--- src/rtl/pwm_fan_driver.sv ---
// Fan PWM driver: converts the signed controller output into a PWM duty that is
// ramp-limited, kick-started from standstill and only updated on period boundaries.
module pwm_fan_driver #(
   parameter int ADC_BITWIDTH = 8,
   parameter int PRESCALER    = 4,
   parameter int RAMP_STEP    = 4,
   parameter int KICK_PERIODS = 8
) (
   input  logic                          clk_i,
   input  logic                          rstn_i,
   input  logic                          enable_i,
   input  logic signed [ADC_BITWIDTH:0]  out_Val_i,
   output logic                          pwm_o,
   output logic                          period_strb_o,
   output logic [ADC_BITWIDTH-1:0]       duty_o,
   output logic [1:0]                    state_o
);

   localparam int N   = ADC_BITWIDTH;
   localparam int NP1 = N + 1;
   localparam int KW  = (KICK_PERIODS > 1) ? $clog2(KICK_PERIODS) : 1;

   localparam logic [7:0]    PRESC_MAX = 8'(PRESCALER - 1);
   localparam logic [N-1:0]  CNT_MAX   = N'((1 << N) - 2);
   localparam logic [N-1:0]  DUTY_FULL = '1;
   localparam logic [N:0]    STEP      = NP1'(RAMP_STEP);
   localparam logic [KW-1:0] KICK_LOAD = KW'(KICK_PERIODS - 1);

   typedef enum logic [1:0] {
      IDLE = 2'd0,
      RUN  = 2'd1,
      KICK = 2'd2
   } state_t;

   state_t        state_q;
   logic [7:0]    presc_q;
   logic [N-1:0]  cnt_q;
   logic [N-1:0]  duty_q;
   logic [KW-1:0] kickCnt_q;
   logic          pwm_q;
   logic          strb_q;

   logic          tick;
   logic          boundary;
   logic [N-1:0]  target;
   logic [N:0]    targetWide;
   logic [N:0]    dutyWide;
   logic [N-1:0]  effDuty;
   logic [N-1:0]  ramp_d;
   logic          pwm_d;

   // The counter stops one short of all-ones so that a full-scale duty keeps pwm high.
   assign tick       = (presc_q == PRESC_MAX);
   assign boundary   = (state_q != IDLE) && tick && (cnt_q == CNT_MAX);
   assign target     = out_Val_i[N] ? '0 : out_Val_i[N-1:0];
   assign targetWide = {1'b0, target};
   assign dutyWide   = {1'b0, duty_q};
   assign effDuty    = (state_q == KICK) ? DUTY_FULL : duty_q;
   assign pwm_d      = (state_q != IDLE) && (cnt_q < effDuty);

   // Differences are taken in N+1 bits so a step can never wrap past 0 or full scale.
   always_comb begin
      ramp_d = target;
      if (targetWide > dutyWide) begin
         if ((targetWide - dutyWide) > STEP) begin
            ramp_d = duty_q + STEP[N-1:0];
         end
      end else if ((dutyWide - targetWide) > STEP) begin
         ramp_d = duty_q - STEP[N-1:0];
      end
   end

   always_ff @(posedge clk_i or negedge rstn_i) begin
      if (!rstn_i) begin
         state_q   <= IDLE;
         presc_q   <= '0;
         cnt_q     <= '0;
         duty_q    <= '0;
         kickCnt_q <= '0;
         pwm_q     <= 1'b0;
         strb_q    <= 1'b0;
      end else if (!enable_i) begin
         state_q   <= IDLE;
         presc_q   <= '0;
         cnt_q     <= '0;
         duty_q    <= '0;
         kickCnt_q <= '0;
         pwm_q     <= 1'b0;
         strb_q    <= 1'b0;
      end else begin
         pwm_q  <= pwm_d;
         strb_q <= boundary;
         if (state_q != IDLE) begin
            presc_q <= tick ? '0 : presc_q + 8'd1;
            if (tick) begin
               cnt_q <= (cnt_q == CNT_MAX) ? '0 : cnt_q + N'(1);
            end
         end
         case (state_q)
            IDLE: begin
               state_q   <= RUN;
               presc_q   <= '0;
               cnt_q     <= '0;
               duty_q    <= '0;
               kickCnt_q <= '0;
            end
            RUN: begin
               if (boundary) begin
                  if ((duty_q == '0) && (target != '0)) begin
                     state_q   <= KICK;
                     kickCnt_q <= KICK_LOAD;
                     duty_q    <= DUTY_FULL;
                  end else begin
                     duty_q <= ramp_d;
                  end
               end
            end
            KICK: begin
               if (boundary) begin
                  if (kickCnt_q != '0) begin
                     kickCnt_q <= kickCnt_q - KW'(1);
                  end else begin
                     state_q <= RUN;
                     duty_q  <= target;
                  end
               end
            end
            default: begin
               state_q   <= IDLE;
               presc_q   <= '0;
               cnt_q     <= '0;
               duty_q    <= '0;
               kickCnt_q <= '0;
            end
         endcase
      end
   end

   assign pwm_o         = pwm_q;
   assign period_strb_o = strb_q;
   assign duty_o        = duty_q;
   assign state_o       = state_q;

endmodule

--- config.mk ---
export PLATFORM = sky130hd
export DESIGN_NAME = pwm_fan_driver
export DESIGN_NICKNAME = d
export VERILOG_FILES = /design/src/rtl/pwm_fan_driver.sv
export SDC_FILE = /design/constraint.sdc
export NUM_CORES = 1
export LEC_CHECK = 0
export CORE_MARGIN = 5
export CORE_UTILIZATION = 30
export CTS_BUF_LIST = sky130_fd_sc_hd__clkbuf_8 sky130_fd_sc_hd__clkbuf_16
export CTS_CLUSTER_DIAMETER = 40
export CTS_CLUSTER_SIZE = 28
export DETAILED_ROUTE_END_ITERATION = 6
export PLACE_DENSITY_LB_ADDON = 0.15
export SKIP_LAST_GASP = 1
export SLEW_MARGIN = 20
export SYNTH_ARGS = -nofsm -noshare
export SYNTH_HDL_FRONTEND = slang
export SYNTH_SLANG_ARGS = --single-unit
--- constraint.sdc ---
create_clock -name clk_i -period 3.3 [get_ports clk_i]
set_input_delay 0.33 -clock clk_i [delete_from_list [all_inputs] [get_ports clk_i]]
set_output_delay 0.33 -clock clk_i [all_outputs]
set_load 0.01 [all_outputs]
==> results of run 1 <==
-- what timing repair did --
item,in CTS,in global routing
resized for setup,0,7
hold buffers,0,0
endpoints found under the hold margin,0,0
setup buffers,0,1
setup endpoints to repair,0,8
-- cell families (layout without fill, tap and decap cells) --
logic type,after synthesis,count (layout),share of synthesized area [%]
flops,31,31,24.5
fa+ha+maj,38,38,15.0
mux,2,2,0.632
simple gates,155,155,25.7
compound gates,106,106,22.8
xor+xnor,21,21,5.81
buf+inv,43,118,5.61
-- power groups by stage --
stage / Combinational [mW] / Clock [mW] / Sequential (mW)
floorplan: 1.47 / 0 / 0.534
global placement: 2.39 / 0 / 0.517
detailed placement: 2.37 / 0 / 0.517
CTS: 2.39 / 0.339 / 0.511
global route: 2.69 / 0.359 / 0.523
finish: 2.43 / 0.339 / 0.510
-- worst min-delay path by stage --
| stage | from | endpoint | slack [ps] |
|---|---|---|---|
| after global placement | kickCnt_q[0] | kickCnt_q[0] | 460 |
| after detailed placement | kickCnt_q[0] | kickCnt_q[0] | 470 |
| after CTS | rstn_i | presc_q[1] | 450 |
| final | rstn_i | presc_q[1] | 420 |
| after global routing | rstn_i | presc_q[1] | 490 |
| after floorplan | rstn_i | cnt_q[0] | 30 |
-- Yosys cell counts (4+ instances only) --
cell type  count
inv_1         27
nand3_1        6
nor4_1         7
and3_1         4
a21o_1        11
xor2_1        12
a31oi_1        5
xnor2_1        9
o21ai_0       16
ha_1          38
clkbuf_1       9
a211o_1        5
nand4_1        8
nor3_1        14
o31ai_1        4
a21oi_1       29
buf_2          4
nand2b_1      14
nand2_1       31
dfrtp_1       31
or3_1          9
nor2_1        40
-- routing by layer --
layer	vias up	GRT usage (%)	wire length, um
met5	-	0	0
met1	1518	21.7	4720
met2	61	24.6	4350
met3	15	2.03	309
li1	1575	-	-
met4	0	4.81	189
-- state kept, by name (all words and copies together) (netlist names) --
| name | count |
|---|---|
| cnt_q | 8 |
| duty_o | 8 |
| kickCnt_q | 3 |
| period_strb_o | 1 |
| presc_q | 8 |
| pwm_o | 1 |
| state_o | 2 |
-- area by class of cell --
| cell class | count | area, um^2 |
|---|---|---|
| fill | 1036 | 6270 |
| inverter | 28 | 105 |
| sequential | 31 | 776 |
| timing repair buffer | 82 | 676 |
| tap | 136 | 170 |
| clock buffer | 5 | 68.8 |
| multi-input combinational | 322 | 2240 |
| clock inverter | 3 | 23.8 |
-- worst reg2reg max path, stage by stage, from the launching register on --
cell     delay, ps
dfrtp_1        450
inv_1          170
ha_1           370
buf_4          160
o21a_1         130
nor2_1          60
o31ai_2        280
xor2_1         260
nor4_4          70
buf_4          160
o21ai_4        220
buf_4          160
nor2_1          40
o41ai_1        350
==> results.txt, run 1 <==
Status - completed
Crit path arrival time - 3220 ps
Slowest-stage cell, CP - clkdlybuf4s50_1
Period utilization - 92.0%
Total global routing overflow - 0
Commonest non-fill, non-tap cells in the layout - 59 x buf_4, 40 x nor2_1, 37 x ha_1
Final slew viol count - 0
Crit. path cell count - 14
Endpoints failing hold - 0
CP dominant cell by count - buf_4
Starting Density - 30.7%
Kind of critical path - input pin to register
Vias in the first global route - 3191
Max-cap viol count - 0
H-tree Lvls - 2
R2R depth - 13
Pwr/cell area - 808 nW/um^2
Post-Layout Cell Count - 607
Largest fanout on the critical path - 7
Flop2flop setup slack - 310 ps
Final Instance Area - 4060 um^2
Reg clk slew, reported paths - 80 ps
Initial antenna violation count - 0
Sw power - 1.58 mW
Yosys reg bits - 31
Final setup viols - 0
Die ar. - 12700 um^2
Main synth FF type - dfrtp_1
Clk_lat worst skew - 300 ps
CTS Buf Count - 5
Worst R2R End - duty_o[5]
Tot GR Track Use - 15.4%
Top-area cell type share of the netlist area - 24.5%
Top cells by area, synth - dfrtp_1 24%, ha_1 15%, nor2_1 4.7%, a21oi_1 4.6%, nand2_1 3.7%
Unrepaired setup endpoints after global routing - false
Number of flops mapped to enable cells by yosys - 0
Clk pwr share - 10.3%
Core region area - 10300 um^2
IO buf count - 23
Pre-CTS setup slack - -243 ps
HP Class - input pin to asynchronous set/reset pin
Crit. Startpoint - out_Val_i[2]
Chip width - 113 um
Cell Area, Synth - 3170 um^2
Syn_nets - 446
Fin util - 39.3%
Longest Clk Path Bufs - 2
IO Pins - 24
Area grow syn2layout - 28.0%
Worst slew pin tran - 423 ps
CTS Root Cell - clkbuf_8
Netlist cell types - 61
Vias per cell - 5.22
Via Count - 3169
Sw Ratio - 48.1%
Antenna cells - 0
Post-synthesis sequential area ratio - 24.5%
Mapped Cells - 396
# placed instances - 598
WL per Instance - 15.8 um
Final ANT Viol Nets - 0
Crit path setup slack, layout - 264 ps
Fin nets - 520
First-iteration detailed-routing DRC count - 178
Cell Int Power - 1.70 mW
Rel. slew slack - 71.8%
Share of power burned in registers - 15.6%
Worst setup EP type - register
Worst r2r src - duty_o[3]
Setup TNS Final - 0 ps
Pin count of the biggest net entering global routing - 32
Post-synth top area cell - dfrtp_1
Cell Chain, Critical Path - clkdlybuf4s50_1, nand2b_1, inv_1, ha_1, buf_4, or3_1, o311ai_1, xor2_1, nand3_1, nor4_4, buf_4, or2_2, a311oi_1, a311o_1
Pre-antenna DRT Iters - 4
End point of the critical path - duty_o[7]
Leak pwr - 1.85 nW
CP delay by family, top - simple AND/OR/NAND/NOR gates
Commonest non-fill, non-tap cell in the layout - buf_4
Number of cell rows - 37
First-pass GRT wire length - 16100 um
Worst VDD drop - 0.000258 V
Combinational share of power - 74.1%
WP buf/inv - 4
Ys Warns - 0
Final hold slack - 424 ps
Avg Inst Size Synth - 8.00 um^2
Min cycle time layout - 3040 ps
Maximum clock rate - 329 MHz
Area post-placement - 3930 um^2
Clk_skew - 6.16 ps
# DRC - 0
Die Y - 113 um
Critical path launch point type - input pin
Routed WL - 9570 um
FFs w/ async S/R, synth - 100%
Clk sinks - 31
CTS tree - built
Pwr Total - 3.28 mW
Dpl hpwl - 7640 um
Worst path max stage delay - 460 ps
Gpl congestion - 0.955
CP required - 3490 ps
Layout cell share with drive strength beyond 1 - 17.2%
(Power assumes the default switching activity.)
==> run 2, diff against run 1 <==
- GPL_TIMING_DRIVEN: not set -> 0
==> run 2 against run 1 <==
Compared with the run above: first-iteration DRC count shrank 31%; clock power increased by 32%; global-route usage decreased by 1.3 points; sequential share of layout area increased by 0.97 points; via count is 5.9% lower; routed wire length shrank 6.7%; highest routed layer unchanged; core utilization is 1.7 points lower; non-clock buffer count down 37; register-to-register slack got worse by 130 ps; maximum frequency shrank 2.9%.
==> results.txt, run 2 (synthesis gave the netlist of run 1 again) <==
Commonest non-fill, non-tap cell in the layout - nor2_1
Number of cell rows - 37
Chip width - 113 um
Pwr Total - 3.19 mW
Endpoints failing hold - 0
Maximum clock rate - 320 MHz
Met1 Usage GRT - 18.7%
Via Count - 2981
Total global routing overflow - 0
First-iteration detailed-routing DRC count - 123
WP buf/inv - 5
Slowest-stage cell, CP - clkdlybuf4s50_1
CP required - 3460 ps
Routed WL - 8940 um
Gpl congestion - 0.861
Final ANT Viol Nets - 0
Post-Layout Cell Count - 570
Busiest metal layer after global routing - met2
Antenna cells - 0
CTS tree - built
First-pass GRT wire length - 14900 um
Final hold slack - 465 ps
CTS Buf Count - 5
# placed instances - 554
Largest fanout on the critical path - 10
Leak pwr - 1.70 nW
Critical path launch point type - input pin
Starting Density - 30.7%
Pin count of the biggest net entering global routing - 18
Clk_lat worst skew - 280 ps
CP delay by family, top - compound AO/OA/AOI/OAI gates
# DRC - 0
Longest Clk Path Bufs - 2
Crit path arrival time - 3290 ps
Pre-antenna DRT Iters - 4
WL per Instance - 15.7 um
H-tree Lvls - 2
Clk_skew - 10.7 ps
Max-cap viol count - 0
Combinational share of power - 68.5%
Sw power - 1.52 mW
Layout cell share with drive strength beyond 1 - 12.0%
Clk sinks - 31
GR Util met3 - 2.30%
Dpl hpwl - 6920 um
Global routing usage on met2 - 23.7%
Worst setup EP type - register
Final slew viol count - 0
Min cycle time layout - 3130 ps
Setup TNS Final - 0 ps
Vias in the first global route - 2857
Kind of critical path - input pin to register
Period utilization - 94.7%
Area grow syn2layout - 22.4%
IO Pins - 24
CP dominant cell by count - buf_4
Cell Chain, Critical Path - clkdlybuf4s50_1, nand2b_2, inv_1, ha_1, clkbuf_4, nand4_1, a21oi_2, o31a_1, o211ai_1, o31ai_4, buf_4, buf_4, nand2b_1, a311oi_1, a311o_1
Core region area - 10300 um^2
Vias per cell - 5.23
Worst VDD drop - 0.000236 V
Status - completed
Commonest non-fill, non-tap cells in the layout - 40 x nor2_1, 37 x ha_1, 31 x nand2_1
Worst slew pin tran - 574 ps
CTS Root Cell - clkbuf_8
Fin nets - 483
Final setup viols - 0
Clk pwr share - 14.0%
Filler Cell Count - 1077
Cell Int Power - 1.67 mW
Sw Ratio - 47.6%
Initial antenna violation count - 0
Pwr/cell area - 823 nW/um^2
Fin util - 37.6%
Die Y - 113 um
Rel. slew slack - 61.4%
IO buf count - 21
Tot GR Track Use - 14.2%
HP Class - input pin to register
Share of power burned in registers - 17.4%
Worst path max stage delay - 430 ps
Reg clk slew, reported paths - 70 ps
Die ar. - 12700 um^2
Unrepaired setup endpoints after global routing - false
-- run 2: changes by cell type in the layout (fill, tap and decap cells not counted), moves of 3 or more --
cell      before  now
clkbuf_1       0    4
buf_4         59   10
buf_2          0    4
dfrtp_2        0    3
nand2b_1      14   11
dfrtp_1       31   28
-- run 2: area by class of cell --
class | instances | area, um^2 | share of cell area, %
Buffer | 12 | 66.3 | 1.71
Clock buffer | 5 | 68.8 | 1.77
Clock inverter | 3 | 63.8 | 1.65
Inverter | 28 | 105 | 2.71
Multi-Input combinational cell | 322 | 2300 | 59.4
Sequential cell | 31 | 779 | 20.1
Tap cell | 136 | 170 | 4.39
Timing Repair Buffer | 33 | 322 | 8.29
-- run 2: through the flow --
step | setup WS, ps | area (um^2)
final | 173 | 3880
after global routing | 5.65 | 3880
after CTS | 23.6 | 3770
after detailed placement | -586 | 3570
after global placement | -649 | 3550
after floorplan | 254 | 3170
-- run 2: path summary, 6_finish.rpt --
path	slack (ps)	from	depth (start not counted)	endpoint
worst min-delay path	470	enable_i	3	period_strb_o
worst max register to register	180	duty_o[3]	12	duty_o[7]
max in group asynchronous	2360	rstn_i	3	duty_o[2]
worst max-delay path	170	out_Val_i[4]	15	duty_o[7]
worst min register to register	480	kickCnt_q[0]	2	kickCnt_q[0]
min in group asynchronous	500	rstn_i	2	presc_q[1]
-- run 2: power by group through the flow --
stage	Clock, mW	Combinational, mW	Sequential, mW
6_report	0.449	2.19	0.556
5_1_grt	0.482	2.43	0.571
4_1_cts	0.465	2.07	0.562
3_5_place_dp	0	2.00	0.548
3_3_place_gp	0	2.00	0.551
2_1_floorplan	0	1.47	0.534
-- run 2: per-layer routing --
layer  routed length, um  part of all wire, %
met5                   0                    0
met4                 176                  2.0
met3                 278                  3.1
met2                4220                   47
met1                4260                   48
-- run 2: timing repair --
action | in CTS | in global routing
setup endpoints to repair | 8 | 9
gates resized for setup | 7 | 16
buffers inserted | 3 | 7
hold buffers | 1 | 0
hold endpoints to repair | 14 | 0
pin swaps | 3 | 6
cloned | 0 | 0
-- run 2: worst min-delay path, delay by kind of cell --
family	cells	cell delay, ps
simple gates	1	70
buf+inv	2	310
==> run 3, diff against run 2 <==
- CTS_CLUSTER_SIZE: 28 -> not set
==> results of run 3 <==
Same layout as run 2: the final DEF is identical, and so are final timing and power.
==> RTL edit (flow settings as in run 2) <==
One comparison of `cnt_q` changes from == to >=.
--- a/src/rtl/pwm_fan_driver.sv
+++ b/src/rtl/pwm_fan_driver.sv
@@ -53,3 +53,3 @@
    assign tick       = (presc_q == PRESC_MAX);
-   assign boundary   = (state_q != IDLE) && tick && (cnt_q == CNT_MAX);
+   assign boundary   = (state_q != IDLE) && tick && (cnt_q >= CNT_MAX);
    assign target     = out_Val_i[N] ? '0 : out_Val_i[N-1:0];
Check against the original RTL: no difference found for any inputs over 10 cycles, from zero or initial values and one cycle with rstn_i low; that may be too few to reach the edited logic, so the function may still have changed.
==> RTL edit against run 2 <==
- first-iteration DRC count increased by 120%
- worst setup slack worse by 63 ps
- total power is 23% lower
- sequential power decreased by 7.0%
- sequential cell count did not move
- cell area up 8.1%
- synthesized area is 6.4% higher
- maximum frequency decreased by 2.0%
- worst hold slack worse by 46 ps
- routed wire length is 12% higher
- non-clock buffer count rose by 2
==> RTL edit: results (changes against run 2) <==
INFO  metric run_status = finished clean (unchanged)
INFO  metric drive_above_1_share = 0.1524 (was 0.1198)
INFO  metric num-multi-input-gates = 353 (was 322)
INFO  metric fin_nets = 515 (was 483)
INFO  metric grt_pass1_wl = 16500 um (was 14890 um)
INFO  metric m1WireLength = 4806 um (was 4261 um)
INFO  metric hpwlAfterDp = 7497 um (was 6918 um)
INFO  metric bufAreaShareNonClock = 0.09582 (was 0.1000)
INFO  metric synth_seq_area_share = 0.2302 (was 0.2449)
INFO  metric synth_compound_gate_area_share = 0.2391 (was 0.2275)
INFO  metric holdCritPathClass = input port to asynchronous set/reset pin (was input port to flip-flop)
INFO  metric wl = 10010 um (was 8936 um)
INFO  metric synth_area_leaders = dfrtp_1, ha_1, nand2_1 (was dfrtp_1, ha_1, nor2_1)
INFO  metric synth.mux.area_fraction = 0.02562 (was 0.006319)
INFO  metric metal2_wl = 4716 um (was 4221 um)
INFO  metric clock_skew = 5.640 ps (was 10.73 ps)
INFO  metric avgViaCountPerCell = 5.261 (was 5.230)
INFO  metric clock_tree.root_cell = clkbuf_16 (was clkbuf_8)
INFO  metric synth.net_count = 480 (was 446)
INFO  metric multi_input_area_share = 0.6137 (was 0.5939)
INFO  metric synthesized_area_fraction_occupied_by_xor_and_xnor_cells = 0.04159 (was 0.05806)
INFO  metric reg2reg_setup_slack = 120 ps (was 180 ps)
INFO  metric drt-initial-drc-count = 265 (was 123)
INFO  metric met3WireLength = 349 um (was 278 um)
INFO  metric cts_resized = 26 (was 7)
INFO  metric cp_slowest_stage_delay = 570 ps (was 430 ps)
INFO  metric clkCellAreaFrac = 0.03821 (was 0.03419)
INFO  metric clockBufferCount = 7 (was 5)
INFO  metric synth_commonest_cells = nand2_1, nor2_1, ha_1 (was nor2_1, ha_1, dfrtp_1, nand2_1, a21oi_1)
INFO  metric critical_path.endpoint = duty_o[3] (was duty_o[7])
INFO  metric final.signal_buffer_count = 47 (was 45)
## RTL edit: changes by cell type in the layout (fill, tap and decap cells not counted), moves of 6 or more
| cell | run 2 | this run |
|---|---|---|
| a21o_1 | 11 | 4 |
| a21oi_1 | 28 | 17 |
| ha_1 | 37 | 28 |
| nand2_1 | 31 | 47 |
| nand3_1 | 6 | 13 |
| nand4_1 | 8 | 2 |
| nor2b_1 | 3 | 11 |
| o21ai_0 | 16 | 32 |
| or3_1 | 9 | 3 |
| xor2_1 | 12 | 6 |
## RTL edit: through the flow
stage	instance area (um^2)	hold WS, ps	instances	total power, W	utilization
2_1_floorplan	3369	34.41	430	0.001483	-
3_3_place_gp	3775	467.5	593	0.001848	0.3452
3_5_place_dp	3790	177.7	594	0.001859	0.3466
4_1_cts	4065	418.0	604	0.002434	0.3717
5_1_grt	4192	442.6	606	0.002678	0.3833
6_report	4192	419.7	606	0.002463	0.3833
